===== config.mk =====
export PLATFORM = sky130hd
export DESIGN_NAME = onehot_req_arbiter_flat
export DESIGN_NICKNAME = d
export VERILOG_FILES = /design/src/rtl/onehot_req_arbiter_if.sv /design/src/rtl/onehot_req_arbiter.sv /design/src/flat_wrapper.sv
export SDC_FILE = /design/constraint.sdc
export NUM_CORES = 1
export LEC_CHECK = 0
export BUFFER_PORTS_ARGS = -buffer_cell sky130_fd_sc_hd__buf_2
export CAP_MARGIN = 40
export CORE_UTILIZATION = 30
export CTS_CLUSTER_SIZE = 40
export DETAILED_ROUTE_END_ITERATION = 10
export PLACE_DENSITY = 0.45
export REMOVE_ABC_BUFFERS = 1
export SLEW_MARGIN = 20
export SYNTH_ARGS = -nofsm -noshare
export SYNTH_HDL_FRONTEND = slang
export SYNTH_SLANG_ARGS = --single-unit

===== constraint.sdc =====
create_clock -name clk -period 2.9 [get_ports clk]
set_input_delay 0.145 -clock clk [delete_from_list [all_inputs] [get_ports clk]]
set_output_delay 0.145 -clock clk [all_outputs]
set_load 0.03 [all_outputs]

===== src/rtl/onehot_req_arbiter_if.sv =====
`default_nettype none
// ============================================================================
// Module      : onehot_req_arbiter_if
// Description : Request/grant bundle between the arbiter and its neighbours.
// Revision    : 1.0 - initial release
// ============================================================================
interface onehot_req_arbiter_if #(
    parameter int DROP_W = 8
);
    logic [3:0]        req_in;
    logic              ready;
    logic [3:0]        onehot_out;
    logic              valid;
    logic [3:0]        pending;
    logic [DROP_W-1:0] drop_cnt;

    modport master (
        output req_in,
        output ready,
        input  onehot_out,
        input  valid,
        input  pending,
        input  drop_cnt
    );

    modport slave (
        input  req_in,
        input  ready,
        output onehot_out,
        output valid,
        output pending,
        output drop_cnt
    );
endinterface
`default_nettype wire


===== src/rtl/onehot_req_arbiter.sv =====
`default_nettype none
// ============================================================================
// Module      : onehot_req_arbiter
// Description : Synchronises four request strobes, latches their rising edges
//               and hands them out one at a time as a round-robin one-hot word.
// Revision    : 1.0 - initial release
// ============================================================================
module onehot_req_arbiter #(
    parameter int SYNC_STAGES = 2,
    parameter int DROP_W      = 8
) (
    input  wire logic             clk,
    input  wire logic             rst,
    onehot_req_arbiter_if.slave   bus
);

    localparam logic [0:0] S_IDLE    = 1'b0;
    localparam logic [0:0] S_PRESENT = 1'b1;

    logic [SYNC_STAGES-1:0][3:0] r_sync;
    logic [3:0]                  r_hist;
    logic [3:0]                  r_pending;
    logic [3:0]                  r_onehot;
    logic                        r_valid;
    logic [DROP_W-1:0]           r_drop_cnt;
    logic [1:0]                  r_ptr;
    logic [1:0]                  r_idx;
    logic [0:0]                  r_state;

    logic [3:0] w_s;
    logic [3:0] w_rise;
    logic       w_hs;
    logic [3:0] w_hs_bits;
    logic [3:0] w_drop_bits;
    logic [7:0] w_dbl;
    logic [3:0] w_rot;
    logic [1:0] w_off;
    logic [1:0] w_pick_idx;

    always_ff @(posedge clk or posedge rst) begin
        if (rst) begin
            r_sync <= '0;
            r_hist <= 4'b0000;
        end else begin
            r_sync <= {r_sync[SYNC_STAGES-2:0], bus.req_in};
            r_hist <= w_s;
        end
    end

    assign w_s         = r_sync[SYNC_STAGES-1];
    assign w_rise      = w_s & ~r_hist;
    assign w_hs        = (r_state == S_PRESENT) && bus.ready;
    assign w_hs_bits   = w_hs ? r_onehot : 4'b0000;
    assign w_drop_bits = w_rise & r_pending & ~w_hs_bits;

    // Rotate pending so that bit 0 of w_rot is the bit at the pointer; the
    // first set bit of w_rot is then the round-robin winner's offset.
    assign w_dbl = {r_pending, r_pending};
    assign w_rot = w_dbl[{1'b0, r_ptr} +: 4];

    always_comb begin
        w_off = 2'd0;
        casez (w_rot)
            4'b???1: w_off = 2'd0;
            4'b??10: w_off = 2'd1;
            4'b?100: w_off = 2'd2;
            4'b1000: w_off = 2'd3;
            default: w_off = 2'd0;
        endcase
    end

    assign w_pick_idx = r_ptr + w_off;

    // A fresh edge on a bit whose handshake completes this cycle is kept.
    always_ff @(posedge clk or posedge rst) begin
        if (rst) begin
            r_pending  <= 4'b0000;
            r_drop_cnt <= '0;
        end else begin
            r_pending <= (r_pending & ~w_hs_bits) | w_rise;
            if ((|w_drop_bits) && !(&r_drop_cnt)) begin
                r_drop_cnt <= r_drop_cnt + 1'b1;
            end
        end
    end

    always_ff @(posedge clk or posedge rst) begin
        if (rst) begin
            r_state  <= S_IDLE;
            r_ptr    <= 2'd0;
            r_idx    <= 2'd0;
            r_onehot <= 4'b0000;
            r_valid  <= 1'b0;
        end else begin
            case (r_state)
                S_IDLE: begin
                    if (r_pending != 4'b0000) begin
                        r_idx    <= w_pick_idx;
                        r_onehot <= 4'b0001 << w_pick_idx;
                        r_valid  <= 1'b1;
                        r_state  <= S_PRESENT;
                    end
                end
                S_PRESENT: begin
                    if (bus.ready) begin
                        r_ptr    <= r_idx + 2'd1;
                        r_onehot <= 4'b0000;
                        r_valid  <= 1'b0;
                        r_state  <= S_IDLE;
                    end
                end
                default: begin
                    r_onehot <= 4'b0000;
                    r_valid  <= 1'b0;
                    r_state  <= S_IDLE;
                end
            endcase
        end
    end

    assign bus.onehot_out = r_onehot;
    assign bus.valid      = r_valid;
    assign bus.pending    = r_pending;
    assign bus.drop_cnt   = r_drop_cnt;

endmodule
`default_nettype wire


===== src/flat_wrapper.sv =====
// flat-port wrapper written by rule: the top's interface ports become plain ports
module onehot_req_arbiter_flat 
#(
    parameter int SYNC_STAGES = 2,
    parameter int DROP_W      = 8
)
  (clk, rst, bus_req_in, bus_ready, bus_onehot_out, bus_valid, bus_pending, bus_drop_cnt);
  onehot_req_arbiter_if #(.DROP_W(DROP_W)) bus_i ();
  input  wire logic clk;
  input  wire logic rst;
  input wire logic [$bits(bus_i.req_in)-1:0] bus_req_in;
  input wire logic [$bits(bus_i.ready)-1:0] bus_ready;
  output wire logic [$bits(bus_i.onehot_out)-1:0] bus_onehot_out;
  output wire logic [$bits(bus_i.valid)-1:0] bus_valid;
  output wire logic [$bits(bus_i.pending)-1:0] bus_pending;
  output wire logic [$bits(bus_i.drop_cnt)-1:0] bus_drop_cnt;
  assign bus_i.req_in = bus_req_in;
  assign bus_i.ready = bus_ready;
  assign bus_onehot_out = bus_i.onehot_out;
  assign bus_valid = bus_i.valid;
  assign bus_pending = bus_i.pending;
  assign bus_drop_cnt = bus_i.drop_cnt;
  onehot_req_arbiter #(.SYNC_STAGES(SYNC_STAGES), .DROP_W(DROP_W)) u_core (.clk(clk), .rst(rst), .bus(bus_i));
endmodule

==> results of run 1 <==
-- state kept, by name, indices dropped and copies added, names as in the netlist --
| register | flops |
|---|---|
| u_core.bus.pending | 4 |
| u_core.r_sync | 4 |
| u_core.bus.drop_cnt | 8 |
| u_core.r_state | 1 |
| u_core.bus.onehot_out | 4 |
| u_core.r_ptr | 2 |
| u_core.w_s | 4 |
| u_core.r_idx | 2 |
| u_core.bus.valid | 1 |
| u_core.r_hist | 4 |
-- cell type report --
class | instances | area, um^2 | share of cell area
Clock buffer | 6 | 82.6 | 0.0457
Clock inverter | 2 | 60.1 | 0.0333
Inverter | 2 | 7.51 | 0.00416
Multi-Input combinational cell | 89 | 567 | 0.314
Sequential cell | 34 | 851 | 0.471
Tap cell | 52 | 65.1 | 0.0360
Timing Repair Buffer | 29 | 173 | 0.0956
-- stage by stage --
step	util	cells	total power, uW	hold slack, ps
final	0.401	214	1990	125
after global routing	0.401	214	2110	138
after CTS	0.401	214	2010	124
after detailed placement	0.358	201	1460	255
after global placement	0.358	201	1440	253
after floorplan	-	125	1260	176
-- cell usage after synthesis, drive strengths merged --
cell type | n | area share
xnor2 | 4 | 0.024
a21oi | 5 | 0.017
nor2b | 5 | 0.021
mux2 | 2 | 0.015
mux2i | 1 | 0.0069
o21ai | 5 | 0.017
nor4 | 1 | 0.0043
o22ai | 1 | 0.0043
clkbuf | 1 | 0.0026
and3b | 1 | 0.0060
nand4 | 2 | 0.0086
or3 | 1 | 0.0043
dfrtp | 34 | 0.58
nand3 | 9 | 0.031
ha | 2 | 0.017
inv | 2 | 0.0052
a211oi | 1 | 0.0052
buf | 4 | 0.020
o21bai | 1 | 0.0052
o31ai | 2 | 0.020
a32oi | 1 | 0.0060
and4 | 1 | 0.0060
and3 | 3 | 0.013
a21o | 3 | 0.015
nand2 | 16 | 0.041
xor2 | 6 | 0.036
nand2b | 1 | 0.0043
nor2 | 6 | 0.015
a32o | 3 | 0.021
and2 | 1 | 0.0043
nor3 | 3 | 0.010
or2 | 2 | 0.0086
-- logic make-up after synthesis --
| group | count (synthesis) | share of synthesized area |
|---|---|---|
| and+or+nand+nor | 52 | 0.179 |
| DFF | 34 | 0.584 |
| AOI/OAI and AO/OA | 22 | 0.111 |
| xor gates and xnor gates | 10 | 0.0601 |
| buffers and inverters | 7 | 0.0275 |
| muxes | 3 | 0.0223 |
| adders and majority gates | 2 | 0.0172 |
-- layer usage --
layer / vias to the layer above / global-route usage / routed length (um)
met4: 0 / 0.0588 / 56
met2: 24 / 0.166 / 1150
li1: 513 / - / -
met5: - / 0 / 0
met1: 485 / 0.141 / 1260
met3: 6 / 0.0464 / 117
-- worst max-delay path by stage --
stage	from	end	slack (ps)	cells after the start
after floorplan	u_core.bus.pending[3]$_DFF_PP0_	u_core.bus.onehot_out[3]$_DFFE_PP0P_	890	9
after global placement	u_core.bus.pending[3]$_DFF_PP0_	u_core.bus.onehot_out[3]$_DFFE_PP0P_	920	9
after detailed placement	u_core.bus.pending[3]$_DFF_PP0_	u_core.bus.onehot_out[3]$_DFFE_PP0P_	860	9
after CTS	u_core.bus.pending[3]$_DFF_PP0_	u_core.bus.onehot_out[3]$_DFFE_PP0P_	800	9
after global routing	u_core.bus.pending[2]$_DFF_PP0_	u_core.bus.onehot_out[3]$_DFFE_PP0P_	610	9
final	u_core.bus.pending[3]$_DFF_PP0_	u_core.bus.onehot_out[3]$_DFFE_PP0P_	800	9
-- report_power, final --
group          leakage (uW)  internal (uW)  switching (uW)  total, uW
Clock             0.0000714            367             170        537
Sequential         0.000402            604             172        776
Combinational      0.000361            262             412        674
-- worst max-delay path: stages, from the launching register on --
cell and delay [ps]:
sky130_fd_sc_hd__dfrtp_1 460, sky130_fd_sc_hd__nor2b_1 180, sky130_fd_sc_hd__a21oi_1 130, sky130_fd_sc_hd__nor2_1 50, sky130_fd_sc_hd__a211oi_1 230, sky130_fd_sc_hd__a21oi_1 70, sky130_fd_sc_hd__ha_1 200, sky130_fd_sc_hd__xor2_1 150
sky130_fd_sc_hd__xnor2_1 340, sky130_fd_sc_hd__o21ai_0 170
==> impl_results.md, run 1 <==
* Clock period minus worst slack at 2100 ps
* Unrepaired setup endpoints after global routing: no
* Via total after detailed routing at 1028
* TritonCTS Sinks at 34
* 1st-iter DRT viols at 53
* Number of fill cells in the layout at 443
* Hold worst-path end: u_core.r_state$_DFF_PP0_
* Cell count of the worst hold path at 2
* Antenna violations before repair at 0
* Global placement routability congestion at 0.770
* Worst-case setup margin in the final layout at 799 ps
* Start point of the worst min-delay path: bus_ready
* Leading cell type in the layout, fill and taps excluded: sky130_fd_sc_hd__dfrtp_1
* Vias in the first global route at between 900 and 1000
* Summed area of non-filler cells in the final layout at 1810 um^2
* Data arrival, critical path at 2250 ps
* Crit path capture type: register
* Fin. Hold Viols at 0
* Commonest cells after routing, fill and taps aside: 34 x sky130_fd_sc_hd__dfrtp_1, 23 x sky130_fd_sc_hd__buf_2, 16 x sky130_fd_sc_hd__nand2_1
* Reg-to-reg startpoint: u_core.bus.pending[3]$_DFF_PP0_
* Effective utilization at floorplan at 0.324
* Hold Crit Class: input pin to register
* Remaining routing DRC violations at 0
* Max FO, Critical Path at 8
* Fraction of layout instances using a drive strength above 1 at 0.228
* Clock root cell: sky130_fd_sc_hd__clkbuf_8
* Slew of the pin with the lowest slew margin at roughly 440 ps
* Data required time of the critical path at between 3000 and 4000 ps
* Total placed instance area at 1610 um^2
* Maximum ir drop on the vdd rail at 0.330 mV
* # H-tree levels at 2
* Final count of negative-setup-slack endpoints at 0
* Capture point of the worst reg-to-reg path: u_core.bus.onehot_out[3]$_DFFE_PP0P_
* Post-synthesis instance total at 130
* Leakage power at 0.000835 uW
* Clock buffer count from CTS at 5
* Critical path launch point type: register
* Pin count of the biggest net entering global routing at 35
* Achievable clock frequency at 476 MHz
* Tcrit/Tclk final at 0.725
* Worst setup path category: register to register
* Number of cell instances on the worst register-to-register path at 9
* Die Y at 71.7 um
* Netlist area before placement at 1460 um^2
* Remaining antenna violation count at 0
* Reg2reg setup slack at 800 ps
* Synthesized flop and latch total at 34
* Number of gates given a new drive strength after cts at 0
* Insertion delay to the later sink of the worst-skew pair at about 280 ps
* Number of placed I/O pins at 24
* Synthesis Warnings at 0
* Count of nets after finishing at 170
* Mean Syn Cell Area at 11.2 um^2
* CTS Hold Bufs at 5
* Count of different cell masters after synthesis at 35
* Sequential element share of the synthesized area at 0.584
* Overall die area at 5140 um^2
* Outcome: finished, final reports clean
* Port bufs at 23
* Power per cell area at 1100 nW/um^2
* Routed wire per std cell at 12.0 um
* Maximum capacitance violations at 0
* Global routing usage summed across all routing layers at 0.112
* TritonCTS clock tree: done
* Layout-stage area growth over the synthesis result at 23.9%
* Placement row count at 24
* Worst Clk Skew at 7.43 ps
* Number of buffers on the longest clock path at 2
* Post-Place Setup Slack at 858 ps
* Number of vias per cell after detailed routing at 4.80
* Slew margin rel. at 0.705
* Sum of net half-perimeters after detailed placement at 1860 um
* Ant diodes at 0
* Width of the die at 71.7 um
* First-pass DRT Iterations at 4
* Core Region at roughly 4500 um^2
* Aggregate global routing overflow at 0
* Setup TNS at 0 ps
* Clock transition at the registers of the reported paths at around 70 ps
* Wire length of the first global-routing pass at 4280 um
* Number of setup buffers added after CTS at 0
* Overall routed net length at approximately 2600 um
* Number of slew-limit violations in the final report at 0
Power figures use the tool's default switching activity.
==> inputs of run 2 (changes only) <==
--- a/config.mk
+++ b/config.mk
@@ -10,7 +10,7 @@
 export CORE_UTILIZATION = 30
 export CTS_CLUSTER_SIZE = 40
 export DETAILED_ROUTE_END_ITERATION = 10
-export PLACE_DENSITY = 0.45
+export PLACE_DENSITY = 0.47
 export REMOVE_ABC_BUFFERS = 1
 export SLEW_MARGIN = 20
 export SYNTH_ARGS = -nofsm -noshare
==> constraint.sdc (replaced) <==
create_clock -name clk -period 1.75 [get_ports clk]
set_input_delay 0.0875 -clock clk [delete_from_list [all_inputs] [get_ports clk]]
set_output_delay 0.0875 -clock clk [all_outputs]
set_load 0.03 [all_outputs]
==> run 2 against run 1 <==
Critical path type unchanged. The run now ends with negative setup slack left. Combinational power up 120%. Routed wire length is 8.3% higher. Highest routed layer unchanged. Maximum frequency grew 14%.
==> impl_results.md, run 2 (synthesis results as in run 1) <==
* Number of buffers on the longest clock path at 2 (unchanged)
* Maximum ir drop on the vdd rail at 0.646 mV (+96%)
* Flip-flop count of the largest register, all copies and words added at 8 (unchanged)
* Remaining routing DRC violations at 0 (unchanged)
* Delay of the slowest cell on the worst path at 430 ps (-30 ps)
* Number of placed I/O pins at 24 (unchanged)
* Power per cell area at 1750 nW/um^2 (+59%)
* Count of nets after finishing at 187 (+10%)
* Number of slew-limit violations in the final report at 0 (unchanged)
* Series of cell instances along the critical path: buf_6, o21bai_1, a21oi_1, a21oi_1, a21oi_1, ha_2, xor2_2, xnor2_2, a32o_1
* Cells after DPL at 213 (+6.0%)
* Total placed instance area at 1700 um^2 (+5.6%)
* Effective utilization at floorplan at 0.324 (unchanged)
* Clock buffer count from CTS at 5 (unchanged)
* Final count of negative-setup-slack endpoints at 5 (+5)
* Fraction of layout instances using a drive strength above 1 at 0.330 (+0.101)
* Max FO, Critical Path at 5 (-3)
* Most used cell along the critical path: sky130_fd_sc_hd__a21oi_1
* Via total after detailed routing at 1107 (+7.7%)
* Global placement routability congestion at 0.818 (+6.3%)
* Crit-path slowest cell: sky130_fd_sc_hd__dfrtp_2
* Final cell count without fillers at 231 (+7.9%)
* Global routing usage summed across all routing layers at 0.120 (+0.00776)
* Commonest cells after routing, fill and taps aside: 32 x sky130_fd_sc_hd__dfrtp_1, 23 x sky130_fd_sc_hd__buf_2, 16 x sky130_fd_sc_hd__nand2_1, 16 x sky130_fd_sc_hd__buf_4, 9 x sky130_fd_sc_hd__nand3_1
* Data arrival, critical path at 2000 ps (-250 ps)
* Summed area of non-filler cells in the final layout at 1930 um^2 (+6.7%)
* Number of vias per cell after detailed routing at 4.79 (-0.24%)
* Unrepaired setup endpoints after global routing: yes
* Vias in the first global route at 1041 (+12%)
* Maximum capacitance violations at 0 (unchanged)
* Slew margin rel. at 0.718 (+0.0126)
* Internal Dissipation at 2060 uW (+67%)
* Worst setup path category: register to register
* Leakage power at 0.000899 uW (+7.8%)
* Aggregate global routing overflow at 0 (unchanged)
* Violations in the final reports: negative setup slack
* Remaining antenna violation count at 0 (unchanged)
* Data required time of the critical path at 1910 ps (-1140 ps)
* Antenna violations before repair at 0 (unchanged)
* Crit path capture type: register
* Die Y at 71.7 um (unchanged)
* Outcome: complete, but fails checks
* TritonCTS Sinks at 34 (unchanged)
* Pin count of the biggest net entering global routing at 35 (unchanged)
* Overall routed net length at 2790 um (+8.3%)
* Net switching power at 1310 uW (+74%)
* # H-tree levels at 2 (unchanged)
* 1st-iter DRT viols at 86 (+62%)
* Fraction of the core area covered by cells at the end of the flow at 0.428 (+0.0267)
* Worst Clk Skew at 10.3 ps (+2.92 ps)
* Routed wire per std cell at 12.1 um (+0.29%)
* Worst path bufs/invs at 1 (+1)
* TritonCTS clock tree: done
* Width of the die at 71.7 um (unchanged)
* Tcrit/Tclk final at 1.05 (+0.327)
* Number of fill cells in the layout at 442 (-0.23%)
* Insertion delay to the later sink of the worst-skew pair at 280 ps (about the same)
* Worst-case setup margin in the final layout at -90.0 ps (-889 ps)
* Flop pwr share at 0.367 (-0.024)
* Power share of the clock group at 0.205 (-0.065)
* Kind of cell adding the most delay to the critical path: compound AO/OA/AOI/OAI gates
* Clock period minus worst slack at 1840 ps (-261 ps)
* Wire length of the first global-routing pass at 4690 um (+9.5%)
* Area of the multi-input gates at 592 um^2 (+4.4%)
* Hold slack final at 65.7 ps (-59.6 ps)
* First-pass DRT Iterations at 4 (unchanged)
* Leading cell type in the layout, fill and taps excluded: sky130_fd_sc_hd__dfrtp_1
* Clock transition at the registers of the reported paths at 70 ps (about the same)
* Setup TNS at -244 ps (-244 ps)
* Fin. Hold Viols at 0 (unchanged)
* Overall die area at 5140 um^2 (unchanged)
* Combinational cell fraction of total power at 0.428 (+0.089)
* Achievable clock frequency at 543 MHz (+14%)
* Placement row count at 24 (unchanged)
* Slew of the pin with the lowest slew margin at 423 ps (-14.9 ps)
* Storage cell area at 853 um^2 (+0.29%)
* Ant diodes at 0 (unchanged)
* Clock root cell: sky130_fd_sc_hd__clkbuf_8
* Hold Crit Class: input pin to register
* Sum of net half-perimeters after detailed placement at 1960 um (+5.4%)
* Port bufs at 23 (unchanged)
* Critical path launch point type: register
* Switch share at 0.389 (+0.00933)
* Core Region at 4500 um^2 (unchanged)
* Layout-stage area growth over the synthesis result at 32.1%
## run 2: worst paths after layout
kind	from	to	slack, ps	cells after the start
max in group asynchronous	rst	u_core.bus.pending[0]$_DFF_PP0_	980	4
min in group asynchronous	rst	u_core.bus.pending[3]$_DFF_PP0_	440	4
setup / recovery	u_core.bus.pending[2]$_DFF_PP0_	u_core.bus.onehot_out[0]$_DFFE_PP0P_	-90	9
hold reg to reg	u_core.r_sync[0]$_DFF_PP0_	u_core.w_s[0]$_DFF_PP0_	350	0
setup reg to reg	u_core.bus.pending[2]$_DFF_PP0_	u_core.bus.onehot_out[0]$_DFFE_PP0P_	-90	9
hold / removal	bus_ready	u_core.r_state$_DFF_PP0_	70	2
## run 2: layout make-up
| class | instances | area share |
|---|---|---|
| Clock buffer | 7 | 0.0396 |
| Multi-Input combinational cell | 89 | 0.307 |
| Tap cell | 52 | 0.0338 |
| Timing Repair Buffer | 46 | 0.157 |
| Sequential cell | 34 | 0.443 |
| Clock inverter | 1 | 0.0156 |
| Inverter | 2 | 0.00390 |
## run 2: worst reg2reg max path, stage by stage (launching register included)
cell	delay, ps
sky130_fd_sc_hd__dfrtp_2	430
sky130_fd_sc_hd__buf_6	130
sky130_fd_sc_hd__o21bai_1	130
sky130_fd_sc_hd__a21oi_1	70
sky130_fd_sc_hd__a21oi_1	120
sky130_fd_sc_hd__a21oi_1	80
sky130_fd_sc_hd__ha_2	190
sky130_fd_sc_hd__xor2_2	150
sky130_fd_sc_hd__xnor2_2	170
sky130_fd_sc_hd__a32o_1	240
## run 2: power groups by stage
stage	clock network (uW)	registers, uW	logic, uW
global route	751	1280	1580
detailed placement	0	1250	1320
floorplan	0	1560	532
CTS	721	1240	1430
global placement	0	1240	1290
finish	691	1240	1450
## run 2: routing by layer
layer | vias to the layer above | GRT usage | wire length, um
met5 | - | 0 | 0
met4 | 0 | 0.0523 | 7
met3 | 2 | 0.0352 | 142
met2 | 28 | 0.190 | 1320
met1 | 532 | 0.153 | 1320
li1 | 545 | - | -
## run 2: timing repair
item                                    in CTS  in global routing
pin swaps                                    4                  8
setup buffers                                3                  2
endpoints found under the hold margin       38                  0
hold buffers                                 5                  0
resized for setup                            7                  3
endpoints found under the setup margin      10                  7
## run 2: metrics by stage
step | setup WS (ps) | total power (uW)
2_1_floorplan | -263 | 2090
3_5_place_dp | -221 | 2570
4_1_cts | -81.7 | 3390
5_1_grt | -242 | 3620
6_report | -90.0 | 3380
3_3_place_gp | -100 | 2530
